<file path="src/rtl/wallace_reduce_pipe_if.sv">
// wallace_reduce_pipe_if: operand/result stream bundle for the Wallace reduction pipe.
interface wallace_reduce_pipe_if #(
    parameter int DATA_W = 16,
    parameter int TAG_W  = 4
);
    logic                  in_valid;
    logic                  in_ready;
    logic [DATA_W-1:0]     a;
    logic [DATA_W-1:0]     b;
    logic [TAG_W-1:0]      in_tag;
    logic                  out_valid;
    logic                  out_ready;
    logic [2*DATA_W-1:0]   sum_vec;
    logic [2*DATA_W-1:0]   carry_vec;
    logic [TAG_W-1:0]      out_tag;
    modport master (
        output in_valid, a, b, in_tag, out_ready,
        input  in_ready, out_valid, sum_vec, carry_vec, out_tag
    );
    modport slave (
        input  in_valid, a, b, in_tag, out_ready,
        output in_ready, out_valid, sum_vec, carry_vec, out_tag
    );
endinterface

</file>
<file path="src/rtl/wallace_reduce_pipe.sv">
// wallace_reduce_pipe: 3-stage 16x16 partial-product generation and 3:2 reduction to two rows.
// Optional stall counter output perf_stall when WALLACE_PERF_EN is defined.
module wallace_reduce_pipe #(
    parameter int DATA_W = 16,
    parameter int TAG_W  = 4
) (
    input logic clk,
    input logic rst_n,
    wallace_reduce_pipe_if.slave bus
`ifdef WALLACE_PERF_EN
    , output logic [15:0] perf_stall
`endif
);
    localparam int W = 2 * DATA_W;
    logic              advance;
    logic              v1_q, v1_d, v2_q, v2_d, v3_q, v3_d;
    logic [DATA_W-1:0] a_q, a_d, b_q, b_d;
    logic [TAG_W-1:0]  t1_q, t1_d, t2_q, t2_d, t3_q, t3_d;
    logic [W-1:0]      r2_q [6];
    logic [W-1:0]      r2_d [6];
    logic [W-1:0]      sum_q, sum_d, carry_q, carry_d;
    logic [W-1:0]      l0 [16];
    logic [W-1:0]      l1 [11];
    logic [W-1:0]      l2 [8];
    logic [W-1:0]      l3 [6];
    logic [W-1:0]      l4 [4];
    logic [W-1:0]      l5 [3];

    // Carry row is shifted to its weight; the column-31 carry falls off the top.
    function automatic logic [2*W-1:0] csa(input logic [W-1:0] x, input logic [W-1:0] y,
                                           input logic [W-1:0] z);
        return {x ^ y ^ z, ((x & y) | (x & z) | (y & z)) << 1};
    endfunction

    always_comb begin
        advance = ~v3_q | bus.out_ready;
        v1_d = advance ? bus.in_valid : v1_q;
        a_d  = advance ? bus.a : a_q;
        b_d  = advance ? bus.b : b_q;
        t1_d = advance ? bus.in_tag : t1_q;
        v2_d = advance ? v1_q : v2_q;
        t2_d = advance ? t1_q : t2_q;
        v3_d = advance ? v2_q : v3_q;
        t3_d = advance ? t2_q : t3_q;
        for (int i = 0; i < 16; i++) l0[i] = {{DATA_W{1'b0}}, a_q & {DATA_W{b_q[i]}}} << i;
        for (int g = 0; g < 5; g++) {l1[2*g], l1[2*g+1]} = csa(l0[3*g], l0[3*g+1], l0[3*g+2]);
        l1[10] = l0[15];
        for (int g = 0; g < 3; g++) {l2[2*g], l2[2*g+1]} = csa(l1[3*g], l1[3*g+1], l1[3*g+2]);
        l2[6] = l1[9];
        l2[7] = l1[10];
        for (int g = 0; g < 2; g++) {l3[2*g], l3[2*g+1]} = csa(l2[3*g], l2[3*g+1], l2[3*g+2]);
        l3[4] = l2[6];
        l3[5] = l2[7];
        for (int i = 0; i < 6; i++) r2_d[i] = advance ? l3[i] : r2_q[i];
        for (int g = 0; g < 2; g++) {l4[2*g], l4[2*g+1]} = csa(r2_q[3*g], r2_q[3*g+1], r2_q[3*g+2]);
        {l5[0], l5[1]} = csa(l4[0], l4[1], l4[2]);
        l5[2] = l4[3];
        {sum_d, carry_d} = advance ? csa(l5[0], l5[1], l5[2]) : {sum_q, carry_q};
    end

    always_ff @(posedge clk or negedge rst_n) begin
        if (!rst_n) begin
            v1_q    <= 1'b0;
            v2_q    <= 1'b0;
            v3_q    <= 1'b0;
            a_q     <= '0;
            b_q     <= '0;
            t1_q    <= '0;
            t2_q    <= '0;
            t3_q    <= '0;
            for (int i = 0; i < 6; i++) r2_q[i] <= '0;
            sum_q   <= '0;
            carry_q <= '0;
        end else begin
            v1_q    <= v1_d;
            v2_q    <= v2_d;
            v3_q    <= v3_d;
            a_q     <= a_d;
            b_q     <= b_d;
            t1_q    <= t1_d;
            t2_q    <= t2_d;
            t3_q    <= t3_d;
            for (int i = 0; i < 6; i++) r2_q[i] <= r2_d[i];
            sum_q   <= sum_d;
            carry_q <= carry_d;
        end
    end

    assign bus.in_ready  = advance;
    assign bus.out_valid = v3_q;
    assign bus.sum_vec   = sum_q;
    assign bus.carry_vec = carry_q;
    assign bus.out_tag   = t3_q;

`ifdef WALLACE_PERF_EN
    logic [15:0] perf_q, perf_d;
    always_comb perf_d = (v3_q & ~bus.out_ready & ~&perf_q) ? perf_q + 16'd1 : perf_q;
    always_ff @(posedge clk or negedge rst_n) begin
        if (!rst_n) perf_q <= '0;
        else        perf_q <= perf_d;
    end
    assign perf_stall = perf_q;
`endif
endmodule

</file>
<file path="src/flat_wrapper.sv">
// flat-port wrapper written by rule: the top's interface ports become plain ports
module wallace_reduce_pipe_flat 
#(
    parameter int DATA_W = 16,
    parameter int TAG_W  = 4
)
  (clk, rst_n, bus_in_valid, bus_a, bus_b, bus_in_tag, bus_out_ready, bus_in_ready, bus_out_valid, bus_sum_vec, bus_carry_vec, bus_out_tag);
  wallace_reduce_pipe_if #(.DATA_W(DATA_W), .TAG_W(TAG_W)) bus_i ();
  input logic clk;
  input logic rst_n;
  input wire logic [$bits(bus_i.in_valid)-1:0] bus_in_valid;
  input wire logic [$bits(bus_i.a)-1:0] bus_a;
  input wire logic [$bits(bus_i.b)-1:0] bus_b;
  input wire logic [$bits(bus_i.in_tag)-1:0] bus_in_tag;
  input wire logic [$bits(bus_i.out_ready)-1:0] bus_out_ready;
  output wire logic [$bits(bus_i.in_ready)-1:0] bus_in_ready;
  output wire logic [$bits(bus_i.out_valid)-1:0] bus_out_valid;
  output wire logic [$bits(bus_i.sum_vec)-1:0] bus_sum_vec;
  output wire logic [$bits(bus_i.carry_vec)-1:0] bus_carry_vec;
  output wire logic [$bits(bus_i.out_tag)-1:0] bus_out_tag;
  assign bus_i.in_valid = bus_in_valid;
  assign bus_i.a = bus_a;
  assign bus_i.b = bus_b;
  assign bus_i.in_tag = bus_in_tag;
  assign bus_i.out_ready = bus_out_ready;
  assign bus_in_ready = bus_i.in_ready;
  assign bus_out_valid = bus_i.out_valid;
  assign bus_sum_vec = bus_i.sum_vec;
  assign bus_carry_vec = bus_i.carry_vec;
  assign bus_out_tag = bus_i.out_tag;
  wallace_reduce_pipe #(.DATA_W(DATA_W), .TAG_W(TAG_W)) u_core (.clk(clk), .rst_n(rst_n), .bus(bus_i));
endmodule
</file>
<file path="config.mk">
export PLATFORM = sky130hd
export DESIGN_NAME = wallace_reduce_pipe_flat
export DESIGN_NICKNAME = d
export VERILOG_FILES = /design/src/rtl/wallace_reduce_pipe_if.sv /design/src/rtl/wallace_reduce_pipe.sv /design/src/flat_wrapper.sv
export SDC_FILE = /design/constraint.sdc
export NUM_CORES = 1
export LEC_CHECK = 0
export CORE_MARGIN = 2
export CORE_UTILIZATION = 40
export CTS_BUF_LIST = sky130_fd_sc_hd__clkbuf_2 sky130_fd_sc_hd__clkbuf_4 sky130_fd_sc_hd__clkbuf_8
export CTS_CLUSTER_SIZE = 8
export DETAILED_ROUTE_END_ITERATION = 8
export GPL_ROUTABILITY_DRIVEN = 0
export PLACE_DENSITY = 0.65
export SETUP_SLACK_MARGIN = 0.05
export SYNTH_ARGS = -nofsm -noshare
export SYNTH_HDL_FRONTEND = slang
export SYNTH_SLANG_ARGS = --single-unit
</file>
<file path="constraint.sdc">
create_clock -name clk -period 3.43 [get_ports clk]
set_input_delay 0.686 -clock clk [delete_from_list [all_inputs] [get_ports clk]]
set_output_delay 0.686 -clock clk [all_outputs]
set_load 0.02 [all_outputs]
</file>
==> results.toml <==
[status]
outcome = "finished clean"

[route]
drt_iter0_drc = 380
ant_nets = 0
drc_errors = 0
num_vias = 8766
finalWirelength_microns = 33300
dr.pass1.iters = 4
post_drt_wl_per_cell_microns = 18.1
vias_per_cell = 4.77

[clock_network]
postCtsHoldBufs = 0
clk_path_buf_depth = 3
cts_num_sinks = 219
clk_latency_ps = 560
cts-buffers-inserted = 40
cts_tree = "built"
cts_root_buf = "clkbuf_8"
cts_htree_levels = 2
cts_resized = 0
cts.clk_slew.worst_paths_ps = 60
postCtsSetupBuffers = 0

[floorplanning]
fp-row-count = 72
ioPinCount = 110
die_w_microns = 201
start_util_pct = 40.4
core_sq_um = 38600
fp.dieH_microns = 201
die_area_sq_um = 40600

[global_routing]
grt_max_degree = 108
top_usage_layer = "met2"
grt_overflow = 0
grt_use_met2_pct = 29.5
grt_pass1_wl_microns = 55800
met1_usage_pct = 23.1
grtUsageMet3_pct = 2.85
grt_pass1_vias = 10200
antenna_found_initial = 0
grt_util_all_layers_pct = 17.5

[synthesis]
synth_top_family_by_area = "adder cells"
yosysSeqAreaShare_pct = 35.2
ys_warn_count = 0
synth_area_sq_um = 15600
synth-compound-area-share_pct = 0.674
synth_xor_area_share_pct = 0
synth.area.mux_share_pct = 18.0
synthSimpleGateAreaFrac_pct = 9.62
synth-seq-cells = 219
avgSynthCellArea_sq_um = 13.0
synthDistinctLibCells = 20
synthAdderAreaFrac_pct = 29.9
syn-instance-count = 1199

[layout]
nets = 1587
final_common_cell = "dfrtp_1"
drive_gt1_share_pct = 18.3
layout_common_cells = "dfrtp_1, fa_1, inv_1"
multi_input_area_sq_um = 9100
n_antenna_cell = 0
layout.area.seq_sq_um = 5480
nFillCells = 3567
layout-area-overhead-vs-synth_pct = 14.7

[sta]
max_freq_ghz = 0.323
worstMarginPinSlew_ps = 921
fin_crit_ps = 3090
hold_violations = 0
drv_slew = 0
rsz0062_at_grt = "false"
timing.final.crit_share_pct = 90.1
final.setup.tns_ps = 0
finalSetupViolations = 0
skew_ps = 25.7
slew_headroom_pct = 38.6

[worst_hold_path]
hp-class = "primary input to asynchronous set/reset pin"

[power_and_ir_drop]
power.density_nw_per_um2 = 983
p_leak_nw = 8.85
ir_drop_mv = 0.521
total_power_mw = 17.6

[setup_path]
cp.required_ps = 3860
r2r-start = "u_core.b_q[13]"
arrival_ps = 3530
end_kind = "register"
critPathLaunch = "u_core.b_q[13]"
path_class = "register to register"
start_kind = "register"
path_max_fanout = 17

[job]
max_cap_viol_count = 0

[place]
port_buffers = 101
post-dp-hpwl_microns = 22900
[layout make-up]
cell class | instances | share of cell area (%)
clock buffer | 62 | 4.35
clock inverter | 6 | 0.469
inverter | 159 | 3.38
multi-input combinational | 758 | 50.9
sequential | 219 | 30.7
tap | 518 | 3.63
timing repair buffer | 116 | 6.59
[per-stage QoR]
stage / worst slack (ps) / hold slack [ps] / cells / cell area, sq um / util [%]
after detailed placement: 326 / 455 / 1770 / 17000 / 44.1
after floorplan: 670 / 390 / 1206 / 15600 / -
final: 339 / 177 / 1838 / 17900 / 46.4
after global placement: 400 / 446 / 1770 / 17000 / 44.1
after global routing: 250 / 215 / 1838 / 17900 / 46.4
after CTS: 317 / 181 / 1838 / 17900 / 46.4
[report_power, final]
group          internal (mW)  total, mW  leakage, nW  switching (mW)
Combinational           5.74       10.2         5.68            4.43
Sequential              3.66       4.70         2.71            1.04
Clock                   1.59       2.70        0.459            1.11
Total                   11.0       17.6         8.85            6.59
[cells in the mapped netlist]
cell / count / share of area [%]
clkbuf_1: 39 / 0.94
and2_1: 147 / 5.9
dfrtp_1: 219 / 35
buf_4: 9 / 0.43
inv_2: 1 / 0.024
nand3b_1: 18 / 0.87
nand2b_1: 1 / 0.040
o21ai_1: 18 / 0.58
mux2_4: 155 / 15
conb_1: 1 / 0.024
a21oi_1: 3 / 0.096
mux2_1: 42 / 3.0
buf_6: 18 / 1.3
nor2b_1: 1 / 0.040
buf_2: 4 / 0.13
fa_1: 200 / 26
inv_1: 158 / 3.8
nand2_1: 109 / 2.6
ha_1: 53 / 4.3
nor3b_1: 3 / 0.14
[final timing paths]
path,cells past startpoint,end,slack (ps)
setup / recovery,7,u_core.r2_q[113],340
setup reg to reg,7,u_core.r2_q[113],340
hold / removal,1,u_core.bus.sum_vec[7],180
hold reg to reg,1,u_core.bus.out_valid,470
min in group clk,1,u_core.bus.out_valid,470
max in group asynchronous,2,u_core.b_q[3],2450
[logic make-up (layout without fill, tap and decap cells)]
| group | count (synthesis) | count (layout) |
|---|---|---|
| AOI/OAI and AO/OA | 21 | 21 |
| adders and majority gates | 253 | 253 |
| and+or+nand+nor | 279 | 279 |
| DFF | 219 | 219 |
| other | 1 | 8 |
| muxes | 197 | 197 |
| buffers and inverters | 229 | 343 |
[flip-flops by register name (all words and copies together) (netlist names)]
register              cells
u_core.bus.carry_vec     25
u_core.bus.out_valid      1
u_core.bus.sum_vec       31
u_core.bus.out_tag        4
u_core.t1_q               4
u_core.v1_q               1
u_core.v2_q               1
u_core.r2_q             116
u_core.t2_q               4
u_core.a_q               16
u_core.b_q               16
[worst max-delay path, cell delays in order (launching register included)]
cell and delay [ps]:
dfrtp_1 670, and2_1 340, fa_1 510, inv_1 60, fa_1 530, inv_1 60
fa_1 480, mux2_1 320
[layer usage]
| layer | routed length, microns | part of all wire [%] | vias up |
|---|---|---|---|
| met5 | 0 | 0 | - |
| met4 | 877 | 2.6 | 0 |
| met3 | 1500 | 4.5 | 62 |
| met2 | 16400 | 49 | 208 |
| met1 | 14500 | 44 | 4595 |
| li1 | - | - | 3901 |
No activity file was read; power rests on OpenSTA's default activity.
